`config.mk`:
```
export PLATFORM = sky130hd
export DESIGN_NAME = seq_control_unit_flat
export DESIGN_NICKNAME = d
export VERILOG_FILES = /design/src/rtl/seq_control_unit_if.sv /design/src/rtl/seq_control_unit.sv /design/src/flat_wrapper.sv
export SDC_FILE = /design/constraint.sdc
export NUM_CORES = 1
export LEC_CHECK = 0
export CAP_MARGIN = 30
export CORE_MARGIN = 2
export CORE_UTILIZATION = 30
export DETAILED_ROUTE_END_ITERATION = 16
export DONT_BUFFER_PORTS = 1
export SETUP_SLACK_MARGIN = 0.3
export SKIP_CTS_REPAIR_TIMING = 1
export SLEW_MARGIN = 10
export SYNTH_ARGS = -nofsm -noshare
export SYNTH_HDL_FRONTEND = slang
export SYNTH_SLANG_ARGS = --single-unit
export TNS_END_PERCENT = 30
```
`constraint.sdc`:
```
create_clock -name clk -period 1.55 [get_ports clk]
set_input_delay 0.3875 -clock clk [delete_from_list [all_inputs] [get_ports clk]]
set_output_delay 0.3875 -clock clk [all_outputs]
set_load 0.05 [all_outputs]
```
`src/rtl/seq_control_unit_if.sv`:
```
// Control bus between the sequencer and the datapath/memory: opcode and flags in,
// memory handshake and datapath strobes/selects out.
interface seq_control_unit_if #(
  parameter int unsigned OP_W  = 4,
  parameter int unsigned ALU_W = 4
);
  logic [OP_W-1:0]  op;
  logic             flag_z;
  logic             flag_n;
  logic             mem_ready;

  logic             ir_load;
  logic             pc_inc;
  logic             pc_load;
  logic             immed_sel;
  logic             w_en;
  logic             flag_en;
  logic             mem_sel;
  logic             mem_en;
  logic             pc_sel;
  logic             mar_sel;
  logic [ALU_W-1:0] alu_func;

  // Sequencer side
  modport master (
    input  op, flag_z, flag_n, mem_ready,
    output ir_load, pc_inc, pc_load, immed_sel, w_en, flag_en,
           mem_sel, mem_en, pc_sel, mar_sel, alu_func
  );

  // Datapath / memory side
  modport slave (
    output op, flag_z, flag_n, mem_ready,
    input  ir_load, pc_inc, pc_load, immed_sel, w_en, flag_en,
           mem_sel, mem_en, pc_sel, mar_sel, alu_func
  );
endinterface

```
`src/rtl/seq_control_unit.sv`:
```
// Multi-cycle fetch/decode/execute/mem/writeback sequencer with memory-ready timeout,
// flag-conditional branches, illegal-opcode trap and a retired-instruction counter.
module seq_control_unit #(
  parameter int unsigned OP_W    = 4,
  parameter int unsigned ALU_W   = 4,
  parameter int unsigned TIMEOUT = 15,
  parameter int unsigned CNT_W   = 16
) (
  input  logic             clk,
  input  logic             reset,
  input  logic             en,
  seq_control_unit_if.master bus,
  output logic [2:0]       state,
  output logic             busy,
  output logic             trap,
  output logic [CNT_W-1:0] instr_count
);

  localparam int unsigned WAIT_W = (TIMEOUT < 2) ? 1 : $clog2(TIMEOUT + 1);
  localparam logic [WAIT_W-1:0] WAIT_LAST = WAIT_W'(TIMEOUT - 1);

  localparam logic [3:0] OP_JMP = 4'h0;
  localparam logic [3:0] OP_LD  = 4'h5;
  localparam logic [3:0] OP_ST  = 4'h6;
  localparam logic [3:0] OP_BNE = 4'hD;
  localparam logic [3:0] OP_BLT = 4'hE;
  localparam logic [3:0] OP_BE  = 4'hF;

  typedef enum logic [2:0] {
    S_IDLE      = 3'd0,
    S_FETCH     = 3'd1,
    S_DECODE    = 3'd2,
    S_EXECUTE   = 3'd3,
    S_MEM       = 3'd4,
    S_WRITEBACK = 3'd5,
    S_TRAP      = 3'd6
  } state_t;

  state_t            state_q;
  state_t            state_d;
  logic [3:0]        op_q;
  logic              taken_q;
  logic              taken_d;
  logic [WAIT_W-1:0] wait_cnt;
  logic              op_illegal;
  logic              mem_timeout;

  // Per-opcode decode of the latched opcode
  logic [ALU_W-1:0]  alu_dec;
  logic              immed_dec;
  logic              w_en_dec;
  logic              flag_en_dec;
  logic              pc_sel_dec;

  assign op_illegal  = (32'(bus.op) > 32'd15);
  assign mem_timeout = (wait_cnt == WAIT_LAST);

  always_comb begin
    alu_dec     = '0;
    immed_dec   = 1'b1;
    w_en_dec    = 1'b0;
    flag_en_dec = 1'b0;
    pc_sel_dec  = 1'b0;
    taken_d     = 1'b0;

    if (op_q == OP_JMP)
      alu_dec = '0;
    else if (op_q <= 4'hC)
      alu_dec = ALU_W'(op_q);
    else
      alu_dec = ALU_W'(4'hD);

    if (((op_q >= 4'h1) && (op_q <= 4'h4)) || (op_q == 4'h7))
      immed_dec = 1'b0;

    w_en_dec    = (op_q != OP_JMP) && (op_q != OP_ST) && (op_q <= 4'hC);
    flag_en_dec = (op_q == 4'h1) || (op_q == 4'h2) || (op_q == 4'h8) ||
                  (op_q == 4'h9) || (op_q == 4'hA);
    pc_sel_dec  = (op_q == OP_JMP) || (op_q >= OP_BNE);

    // Branch outcome, captured from the flags while in EXECUTE
    case (op_q)
      OP_JMP:  taken_d = 1'b1;
      OP_BNE:  taken_d = ~bus.flag_z;
      OP_BLT:  taken_d = bus.flag_n;
      OP_BE:   taken_d = bus.flag_z;
      default: taken_d = 1'b0;
    endcase
  end

  always_ff @(posedge clk or posedge reset) begin
    if (reset)
      state_q <= S_IDLE;
    else
      state_q <= state_d;
  end

  always_comb begin
    state_d       = state_q;
    bus.ir_load   = 1'b0;
    bus.pc_inc    = 1'b0;
    bus.pc_load   = 1'b0;
    bus.immed_sel = 1'b0;
    bus.w_en      = 1'b0;
    bus.flag_en   = 1'b0;
    bus.mem_sel   = 1'b0;
    bus.mem_en    = 1'b0;
    bus.pc_sel    = 1'b0;
    bus.mar_sel   = 1'b0;
    bus.alu_func  = '0;

    case (state_q)
      S_IDLE: begin
        if (en)
          state_d = S_FETCH;
      end

      S_FETCH: begin
        bus.mem_en = 1'b1;
        if (bus.mem_ready) begin
          bus.ir_load = 1'b1;
          bus.pc_inc  = 1'b1;
          state_d     = S_DECODE;
        end else if (mem_timeout) begin
          state_d = S_TRAP;
        end
      end

      S_DECODE: begin
        state_d = op_illegal ? S_TRAP : S_EXECUTE;
      end

      S_EXECUTE: begin
        bus.alu_func  = alu_dec;
        bus.immed_sel = immed_dec;
        state_d = ((op_q == OP_LD) || (op_q == OP_ST)) ? S_MEM : S_WRITEBACK;
      end

      S_MEM: begin
        bus.alu_func  = alu_dec;
        bus.immed_sel = immed_dec;
        bus.mem_en    = 1'b1;
        bus.mar_sel   = 1'b1;
        bus.mem_sel   = (op_q == OP_ST);
        if (bus.mem_ready)
          state_d = S_WRITEBACK;
        else if (mem_timeout)
          state_d = S_TRAP;
      end

      S_WRITEBACK: begin
        bus.alu_func  = alu_dec;
        bus.immed_sel = immed_dec;
        bus.w_en      = w_en_dec;
        bus.flag_en   = flag_en_dec;
        bus.pc_sel    = pc_sel_dec;
        bus.pc_load   = taken_q;
        state_d       = en ? S_FETCH : S_IDLE;
      end

      S_TRAP: begin
        state_d = S_TRAP;
      end

      default: begin
        state_d = S_IDLE;
      end
    endcase
  end

  // Opcode/branch latches, memory wait counter and retire counter
  always_ff @(posedge clk or posedge reset) begin
    if (reset) begin
      op_q        <= '0;
      taken_q     <= 1'b0;
      wait_cnt    <= '0;
      instr_count <= '0;
    end else begin
      if (state_q == S_DECODE)
        op_q <= bus.op[3:0];

      if (state_q == S_EXECUTE)
        taken_q <= taken_d;

      // Any state change restarts the count, so FETCH/MEM always enter at zero
      if (state_d != state_q)
        wait_cnt <= '0;
      else if (((state_q == S_FETCH) || (state_q == S_MEM)) && !bus.mem_ready)
        wait_cnt <= wait_cnt + WAIT_W'(1);

      if (state_q == S_WRITEBACK)
        instr_count <= instr_count + CNT_W'(1);
    end
  end

  assign state = 3'(state_q);
  assign busy  = (state_q != S_IDLE) && (state_q != S_TRAP);
  assign trap  = (state_q == S_TRAP);

endmodule

```
`src/flat_wrapper.sv`:
```
// flat-port wrapper written by rule: the top's interface ports become plain ports
module seq_control_unit_flat 
#(
  parameter int unsigned OP_W    = 4,
  parameter int unsigned ALU_W   = 4,
  parameter int unsigned TIMEOUT = 15,
  parameter int unsigned CNT_W   = 16
)
  (clk, reset, en, state, busy, trap, instr_count, bus_op, bus_flag_z, bus_flag_n, bus_mem_ready, bus_ir_load, bus_pc_inc, bus_pc_load, bus_immed_sel, bus_w_en, bus_flag_en, bus_mem_sel, bus_mem_en, bus_pc_sel, bus_mar_sel, bus_alu_func);
  seq_control_unit_if #(.OP_W(OP_W), .ALU_W(ALU_W)) bus_i ();
  input  logic clk;
  input  logic reset;
  input  logic en;
  output logic [2:0] state;
  output logic busy;
  output logic trap;
  output logic [CNT_W-1:0] instr_count;
  input wire logic [$bits(bus_i.op)-1:0] bus_op;
  input wire logic [$bits(bus_i.flag_z)-1:0] bus_flag_z;
  input wire logic [$bits(bus_i.flag_n)-1:0] bus_flag_n;
  input wire logic [$bits(bus_i.mem_ready)-1:0] bus_mem_ready;
  output wire logic [$bits(bus_i.ir_load)-1:0] bus_ir_load;
  output wire logic [$bits(bus_i.pc_inc)-1:0] bus_pc_inc;
  output wire logic [$bits(bus_i.pc_load)-1:0] bus_pc_load;
  output wire logic [$bits(bus_i.immed_sel)-1:0] bus_immed_sel;
  output wire logic [$bits(bus_i.w_en)-1:0] bus_w_en;
  output wire logic [$bits(bus_i.flag_en)-1:0] bus_flag_en;
  output wire logic [$bits(bus_i.mem_sel)-1:0] bus_mem_sel;
  output wire logic [$bits(bus_i.mem_en)-1:0] bus_mem_en;
  output wire logic [$bits(bus_i.pc_sel)-1:0] bus_pc_sel;
  output wire logic [$bits(bus_i.mar_sel)-1:0] bus_mar_sel;
  output wire logic [$bits(bus_i.alu_func)-1:0] bus_alu_func;
  assign bus_i.op = bus_op;
  assign bus_i.flag_z = bus_flag_z;
  assign bus_i.flag_n = bus_flag_n;
  assign bus_i.mem_ready = bus_mem_ready;
  assign bus_ir_load = bus_i.ir_load;
  assign bus_pc_inc = bus_i.pc_inc;
  assign bus_pc_load = bus_i.pc_load;
  assign bus_immed_sel = bus_i.immed_sel;
  assign bus_w_en = bus_i.w_en;
  assign bus_flag_en = bus_i.flag_en;
  assign bus_mem_sel = bus_i.mem_sel;
  assign bus_mem_en = bus_i.mem_en;
  assign bus_pc_sel = bus_i.pc_sel;
  assign bus_mar_sel = bus_i.mar_sel;
  assign bus_alu_func = bus_i.alu_func;
  seq_control_unit #(.OP_W(OP_W), .ALU_W(ALU_W), .TIMEOUT(TIMEOUT), .CNT_W(CNT_W)) u_core (.clk(clk), .reset(reset), .en(en), .bus(bus_i), .state(state), .busy(busy), .trap(trap), .instr_count(instr_count));
endmodule
```
* Word-level counts from Yosys, hierarchy flattened
Index checks and enable logic that the tools add are counted.
Operators by class: add/subtract/negate cells 2, order comparisons 4, eq/ne operators 21, muxes and demuxes 24, bitwise operators 1, reduce and logical (&&, ||, !) cells 21
Operator list (number):
- equality test 4 bit, second input constant | 7
- one-hot mux 3 bit (7 select lines) | 1
- two-way mux 4 bit | 5
- adder 16 x 1 -> 16 bit, second input constant | 1
- two-way mux 1 bit | 13
- equality test 4 x 3 -> 1 bit, second input constant | 3
- two-way mux 3 bit | 4
- equality test 3 bit, second input constant | 3
- logical OR 1 bit | 8
- equality test 3 x 2 -> 1 bit, second input constant | 2
- logical AND 1 bit | 5
- adder 4 x 1 -> 4 bit, second input constant | 1
- equality test 4 x 1 -> 1 bit, second input constant | 1
- equality test 4 x 2 -> 1 bit, second input constant | 1
- >= comparator 4 x 1 -> 1 bit, second input constant | 1
- >= comparator 4 bit, second input constant | 1
- <= comparator 4 x 3 -> 1 bit, second input constant | 1
- <= comparator 4 bit, second input constant | 1
- zero test 4 bit | 1
- != test 4 x 3 -> 1 bit, second input constant | 1
- one-hot mux 1 bit (4 select lines) | 1
- nonzero test 4 bit | 1
- equality test 3 x 1 -> 1 bit, second input constant | 1
- zero test 3 bit | 1
- 8 further kinds | 8
Word-level totals: flip-flop bits (word level) 28, output and inout bits 35, word-level logic and storage cells 78

* Logic depth before layout (Yosys ltp)
Gate-level depths: netlist (run 1).
depth after elaboration 6, mapped depth 6, gate-level depth less buffers 6

* Worst setup path after synthesis (run 1)
OpenSTA, ideal clock, no wires.
path kind reg-to-output, start point register u_core.state_q[2] (netlist: u_core.state[2]), end point output bus_flag_en, arrival time 3.509 ns, path slack -2.346 ns, stages on the path, launching flop included 4, path buffers 1, cells stage by stage dfrtp_1 buf_4 nand3b_4 a2111oi_0
Between the ends: word-level cells in the longest chain between the ends 2
RTL lines:
- start, declared | RTL line seq_control_unit.sv:39 | state_t state_q;
- start signal, assigned | RTL line seq_control_unit.sv:95 | state_q <= state_d;
- equality test 3 bit | RTL line seq_control_unit.sv:112 | case (state_q)
- two-way mux 1 bit | RTL line seq_control_unit.sv:112
- end, declared | RTL line flat_wrapper.sv:27 | output wire logic [$bits(bus_i.flag_en)-1:0] bus_flag_en;
No other way between the ends.

* Final worst setup path (run 1)
Same ends and word-level chain as after synthesis.

==> results of run 1 <==
==> layout by cell type (no fill, tap or decap), types with 2 or more instances in the layout <==
cell | synthesis | routed
a21oi_1 | 7 | 3
dfrtp_1 | 28 | 18
o22ai_1 | 2 | 2
nand2_1 | 17 | 14
and3_4 | 0 | 2
xor2_1 | 13 | 12
buf_4 | 3 | 43
inv_1 | 4 | 2
nor3_2 | 0 | 3
nor3_4 | 0 | 2
xnor2_1 | 9 | 8
nor2_4 | 0 | 6
buf_6 | 0 | 19
nand3b_1 | 2 | 2
and3_1 | 5 | 3
nand2_2 | 0 | 2
nand3_1 | 7 | 7
ha_1 | 3 | 2
and2_4 | 0 | 4
nor2_1 | 13 | 6
clkbuf_8 | 0 | 3
nand4_1 | 3 | 3
nand2b_1 | 3 | 2
o21ai_1 | 0 | 2
o21ai_0 | 4 | 2
mux2_4 | 0 | 4
buf_12 | 0 | 7
a21oi_4 | 0 | 2
buf_8 | 0 | 3
a21oi_2 | 0 | 2
nor4_4 | 1 | 2
dfrtp_2 | 0 | 10
==> worst max-delay path: stages, from the launching register on <==
cell,delay (ps)
dfrtp_2,380
buf_6,110
buf_4,110
nand3b_4,90
a2111oi_4,390
clkbuf_16,240
==> metrics by stage <==
stage,instance area [sq um],util,total power [uW]
3_5_place_dp,2325,0.4523,4096
5_1_grt,2768,0.5385,5601
3_3_place_gp,2325,0.4523,4056
4_1_cts,2396,0.4662,4685
2_1_floorplan,1740,-,3084
6_report,2768,0.5385,5295
==> final timing paths <==
| kind | endpoint | slack, ps | depth (start not counted) |
|---|---|---|---|
| worst min-delay path | u_core.wait_cnt[0] | 60 | 2 |
| worst max-delay path | bus_flag_en | -430 | 5 |
| worst min register to register | u_core.taken_q | 520 | 1 |
| max in group asynchronous | u_core.op_q[3] | 1190 | 2 |
| min in group clk | u_core.op_q[0] | 250 | 1 |
| worst max register to register | u_core.wait_cnt[1] | -20 | 8 |
==> cell usage after synthesis (all sizes together) (5+ instances only) <==
cell type  number
nand2          17
xor2           13
nor2           13
nand3           7
mux2            5
nor3            6
a21oi           7
dfrtp          28
xnor2           9
and3            5
==> cell families after synthesis <==
kind of cell,after synthesis,share of synthesized area
AOI/OAI and AO/OA,21,0.07904
xor gates and xnor gates,22,0.1205
adders and majority gates,3,0.02348
buffers and inverters,12,0.03598
DFF,28,0.4382
muxes,5,0.03521
and+or+nand+nor,73,0.2676
==> metal layers <==
layer	part of all wire	wire length [microns]	track usage	up-vias
met5	0	0	0	-
met4	0.0053	23	0.03036	0
met3	0.055	238	0.03765	4
li1	-	-	-	704
met1	0.41	1785	0.1604	702
met2	0.53	2293	0.2430	41
==> where the power goes <==
part	internal, uW	leakage, uW	switching (uW)
Sequential	908	0.000359	257
Clock	346	0.0000357	232
Combinational	1640	0.000878	1910
Total	2890	0.00127	2400
==> area by class of cell <==
type / count / share of cell area
Inverter: 4 / 0.006329
Multi-Input combinational cell: 124 / 0.4087
Clock inverter: 1 / 0.01085
Timing Repair Buffer: 73 / 0.2699
Clock buffer: 3 / 0.01492
Tap cell: 70 / 0.03165
Sequential cell: 28 / 0.2577
==> registers in the layout (all words and copies together) (netlist names) <==
name	cells
u_core.taken_q	1
u_core.wait_cnt	4
u_core.instr_count	16
u_core.state	3
u_core.op_q	4
==> impl_metrics.tcl, run 1 <==
set metrics [dict create \
    status "finished with violations" \
    violations "negative setup slack" \
    row_count 26 \
    gp_congestion 0.7954 \
    yosys.cell_types.count 40 \
    core_area_sq_mm 0.005140 \
    cp_max_fo 4 \
    synth_top_cell_by_area "dfrtp_1" \
    fillerInstances 468 \
    rsz0062_at_grt "yes" \
    synthesis.nets 177 \
    grt_pass1_wl_microns 6617 \
    fin_nets 247 \
    place_inst 289 \
    path_class "reg2out" \
    ios 45 \
    tightest_slew_ps 371.1 \
    vias 1451 \
    relSlewSlack 0.7526 \
    power_density_mw_per_mm2 1913 \
    overflow 0 \
    synth_edf_count 0 \
    wl_microns 4340 \
    cts.clk_slew.worst_paths_ps 90 \
    worst_hold_path_type "in2async" \
    grt_max_degree 29 \
    finalCritPeriodShare 1.274 \
    synth-seq-cells 28 \
    cts_buffers 3 \
    multi_input_area_sq_mm 0.001131 \
    final-seq-area_sq_um 713.2 \
    clock.fmax_ghz 0.5063 \
    grt_pass1_vias 1499 \
    post-place-ws_ps -99.40 \
    async_flop_share 1.000 \
    crit_start "u_core.state[2]" \
    io_buffer_count 0 \
    n_antenna_cell 0 \
    drcViolationCount 0 \
    fin_skew_ps 3.775 \
    cp_data_required_time_ps 1160 \
    antenna_found_initial 0 \
    clock-sinks 28 \
    yosys.area.top_type_share 0.4382 \
    antenna_left 0 \
    p_leak_uw 0.001273 \
    wl_per_cell_microns 14.32 \
    h-tree-depth 1 \
    clk_path_buf_depth 2 \
    drtIter0Drc 34 \
    drv_slew 0 \
    die_h_microns 77.01 \
    synth_ff_type "dfrtp_1" \
    die_area_sq_mm 0.005930 \
    layout-drive-gt1-share 0.5837 \
    netlist_instances 164 \
    ys_top_cells_by_area "dfrtp_1, xor2_1, xnor2_1" \
    grt_usage 0.1354 \
    fin_setup_tns_ps -4986 \
    cts_root_buf "clkbuf_8" \
    cp-start-kind "flip-flop" \
    finalHoldViolations 0 \
    min_period_ps 1975 \
    endpoint_kind "output pin" \
    setup_violations 20 \
    firstDrtPassIters 4 \
    fin_cells 303 \
    initial_core_util 0.3111 \
    syn_to_final_growth_pct 73.08 \
    maxCapViolCount 0 \
    syn_area_sq_mm 0.001599 \
    cp.arrival_ps 1590 \
    ys_seq_area_frac 0.4382 \
    ys_warn_count 0 \
    cts_tree "built" \
    worst_slack_ps -425.2 \
    dpl.hpwl_microns 2908 \
    ir_drop_mv 1.053 \
    fin_hold_ws_ps 59.45 \
    synth_area_per_cell_sq_um 9.750 \
    vias_per_cell 4.789 \
    worstReg2RegStart "u_core.state[2]" \
    fp.dieW_microns 77.01 \
    insertion_delay_ps 280 \
]
No activity file was read; power rests on OpenSTA's default activity.
==> run 2: changes to the inputs <==
--- a/config.mk
+++ b/config.mk
@@ -7,12 +7,13 @@
 export LEC_CHECK = 0
 export CAP_MARGIN = 30
 export CORE_MARGIN = 2
-export CORE_UTILIZATION = 30
+export CORE_UTILIZATION = 55
 export DETAILED_ROUTE_END_ITERATION = 16
 export DONT_BUFFER_PORTS = 1
+export PLACE_DENSITY = 0.73
 export SETUP_SLACK_MARGIN = 0.3
 export SKIP_CTS_REPAIR_TIMING = 1
-export SLEW_MARGIN = 10
+export SLEW_MARGIN = 20
 export SYNTH_ARGS = -nofsm -noshare
 export SYNTH_HDL_FRONTEND = slang
 export SYNTH_SLANG_ARGS = --single-unit
==> run 2 against run 1 <==
Effect of this change:
- the flow still finishes with violations (negative setup slack)
- count of clock-buffer cells in the layout unchanged
- highest routed layer unchanged
- total power rose by 0.88%
- routed wire length is 35% higher
- critical path depth fell by 1
- register-to-register slack got worse by 130 ps
- critical endpoint unchanged
- first-iteration DRC count rose by 120%
- combinational power rose by 3%
==> impl_metrics.tcl, run 2 (same netlist as run 1, synthesis figures left out) <==
set metrics [dict create \
    status "finished with violations" \
    violations "negative setup slack" \
    min_period_ps 2043 \
    antenna_left 0 \
    overflow 0 \
    grt_pass1_vias 1459 \
    initial_core_util 0.5799 \
    cts_tree "built" \
    fp.dieW_microns 57.92 \
    worst_slack_ps -492.9 \
    vias_per_cell 6.196 \
    ios 45 \
    antenna_found_initial 0 \
    clock-sinks 28 \
    cp_max_fo 7 \
    fillerInstances 77 \
    die_area_sq_mm 0.003355 \
    regMostFlops "u_core.instr_count" \
    cp-start-kind "flip-flop" \
    core_area_sq_mm 0.002758 \
    tightest_slew_ps 598.2 \
    drtIter0Drc 76 \
    path_class "reg2out" \
    wl_microns 5855 \
    cts_buffers 3 \
    post-place-ws_ps -95.89 \
    relSlewSlack 0.6007 \
    mostFrequentLayoutCell "buf_4" \
    fin_setup_tns_ps -7490 \
    clock.fmax_ghz 0.4895 \
    grt_usage 0.2455 \
    maxCapViolCount 0 \
    final_cell_mix "buf_4, dfrtp_1, buf_6" \
    fin_nets 238 \
    gp_congestion 0.8635 \
    place_inst 246 \
    top_regs "u_core.instr_count x16, u_core.op_q x4, u_core.wait_cnt x4" \
    die_h_microns 57.92 \
    endpoint_kind "output pin" \
    power_uw 5341 \
    cp.arrival_ps 1660 \
    dpl_cell_area_sq_mm 0.002271 \
    dpl.hpwl_microns 3062 \
    insertion_delay_ps 360 \
    row_count 19 \
    design_area_sq_mm 0.002608 \
    worstReg2RegStart "u_core.state[1]" \
    rsz0062_at_grt "yes" \
    drcViolationCount 0 \
    cts_root_buf "clkbuf_4" \
    finalHoldViolations 0 \
    grt_pass1_wl_microns 6327 \
    largest_reg_flops 16 \
    drv_slew 0 \
    cp_data_required_time_ps 1160 \
    h-tree-depth 1 \
    crit_start "u_core.state[2]" \
    fin_cells 255 \
    p_leak_uw 0.001203 \
    ir_drop_mv 2.116 \
    vias 1580 \
    n_antenna_cell 0 \
    layout-drive-gt1-share 0.5580 \
    setup_violations 27 \
    syn_to_final_growth_pct 63.07 \
    clk_path_buf_depth 2 \
    finalCritPeriodShare 1.318 \
    fin_skew_ps 11.69 \
    power_density_mw_per_mm2 2048 \
    hold_start "bus_op[1]" \
    worst_hold_path_type "in2reg" \
    grt_max_degree 17 \
    wl_per_cell_microns 22.96 \
    cts.clk_slew.worst_paths_ps 170 \
    firstDrtPassIters 4 \
    io_buffer_count 0 \
]
## run 2: cell type report
| cell class | instances | area, sq um | area share |
|---|---|---|---|
| Clock inverter | 1 | 30.03 | 0.01152 |
| Clock buffer | 3 | 22.52 | 0.008637 |
| Inverter | 4 | 17.52 | 0.006718 |
| Tap cell | 31 | 38.79 | 0.01488 |
| Multi-Input combinational cell | 124 | 1099 | 0.4213 |
| Timing Repair Buffer | 64 | 690.7 | 0.2649 |
| Sequential cell | 28 | 709.4 | 0.2721 |
## run 2: power breakdown
group / internal, uW / total, uW / leakage [uW] / switching (uW)
clock: 262 / 516 / 0.0000279 / 254
combinational: 1570 / 3650 / 0.000811 / 2080
sequential: 905 / 1170 / 0.000364 / 268
## run 2: path summary, 6_finish.rpt
path / slack (ps) / depth (start not counted) / endpoint
min in group asynchronous: 510 / 2 / u_core.state[0]
min reg2reg: 550 / 1 / u_core.instr_count[0]
max: -490 / 4 / bus_flag_en
min: 160 / 1 / u_core.op_q[1]
max in group asynchronous: 530 / 3 / u_core.instr_count[15]
max reg2reg: -150 / 6 / u_core.instr_count[12]
## run 2: critical path, stage by stage (launching register included)
cell	delay [ps]
dfrtp_2	480
buf_4	160
nand3b_4	110
a2111oi_4	370
buf_12	190
## run 2: stage by stage
step | util | hold WS, ps
2_1_floorplan | - | 452.7
3_3_place_gp | 0.8235 | 340.6
3_5_place_dp | 0.8235 | 354.5
4_1_cts | 0.8426 | -31.55
5_1_grt | 0.9456 | 159.8
6_report | 0.9456 | 160.6
## run 2: per-layer routing
layer  vias to the layer above  wire (microns)  GRT usage
li1                        687               -          -
met1                       791            2101     0.2651
met2                        74            3207     0.4610
met3                        28             292    0.03795
met4                         0             254     0.1196
met5                         -               0          0
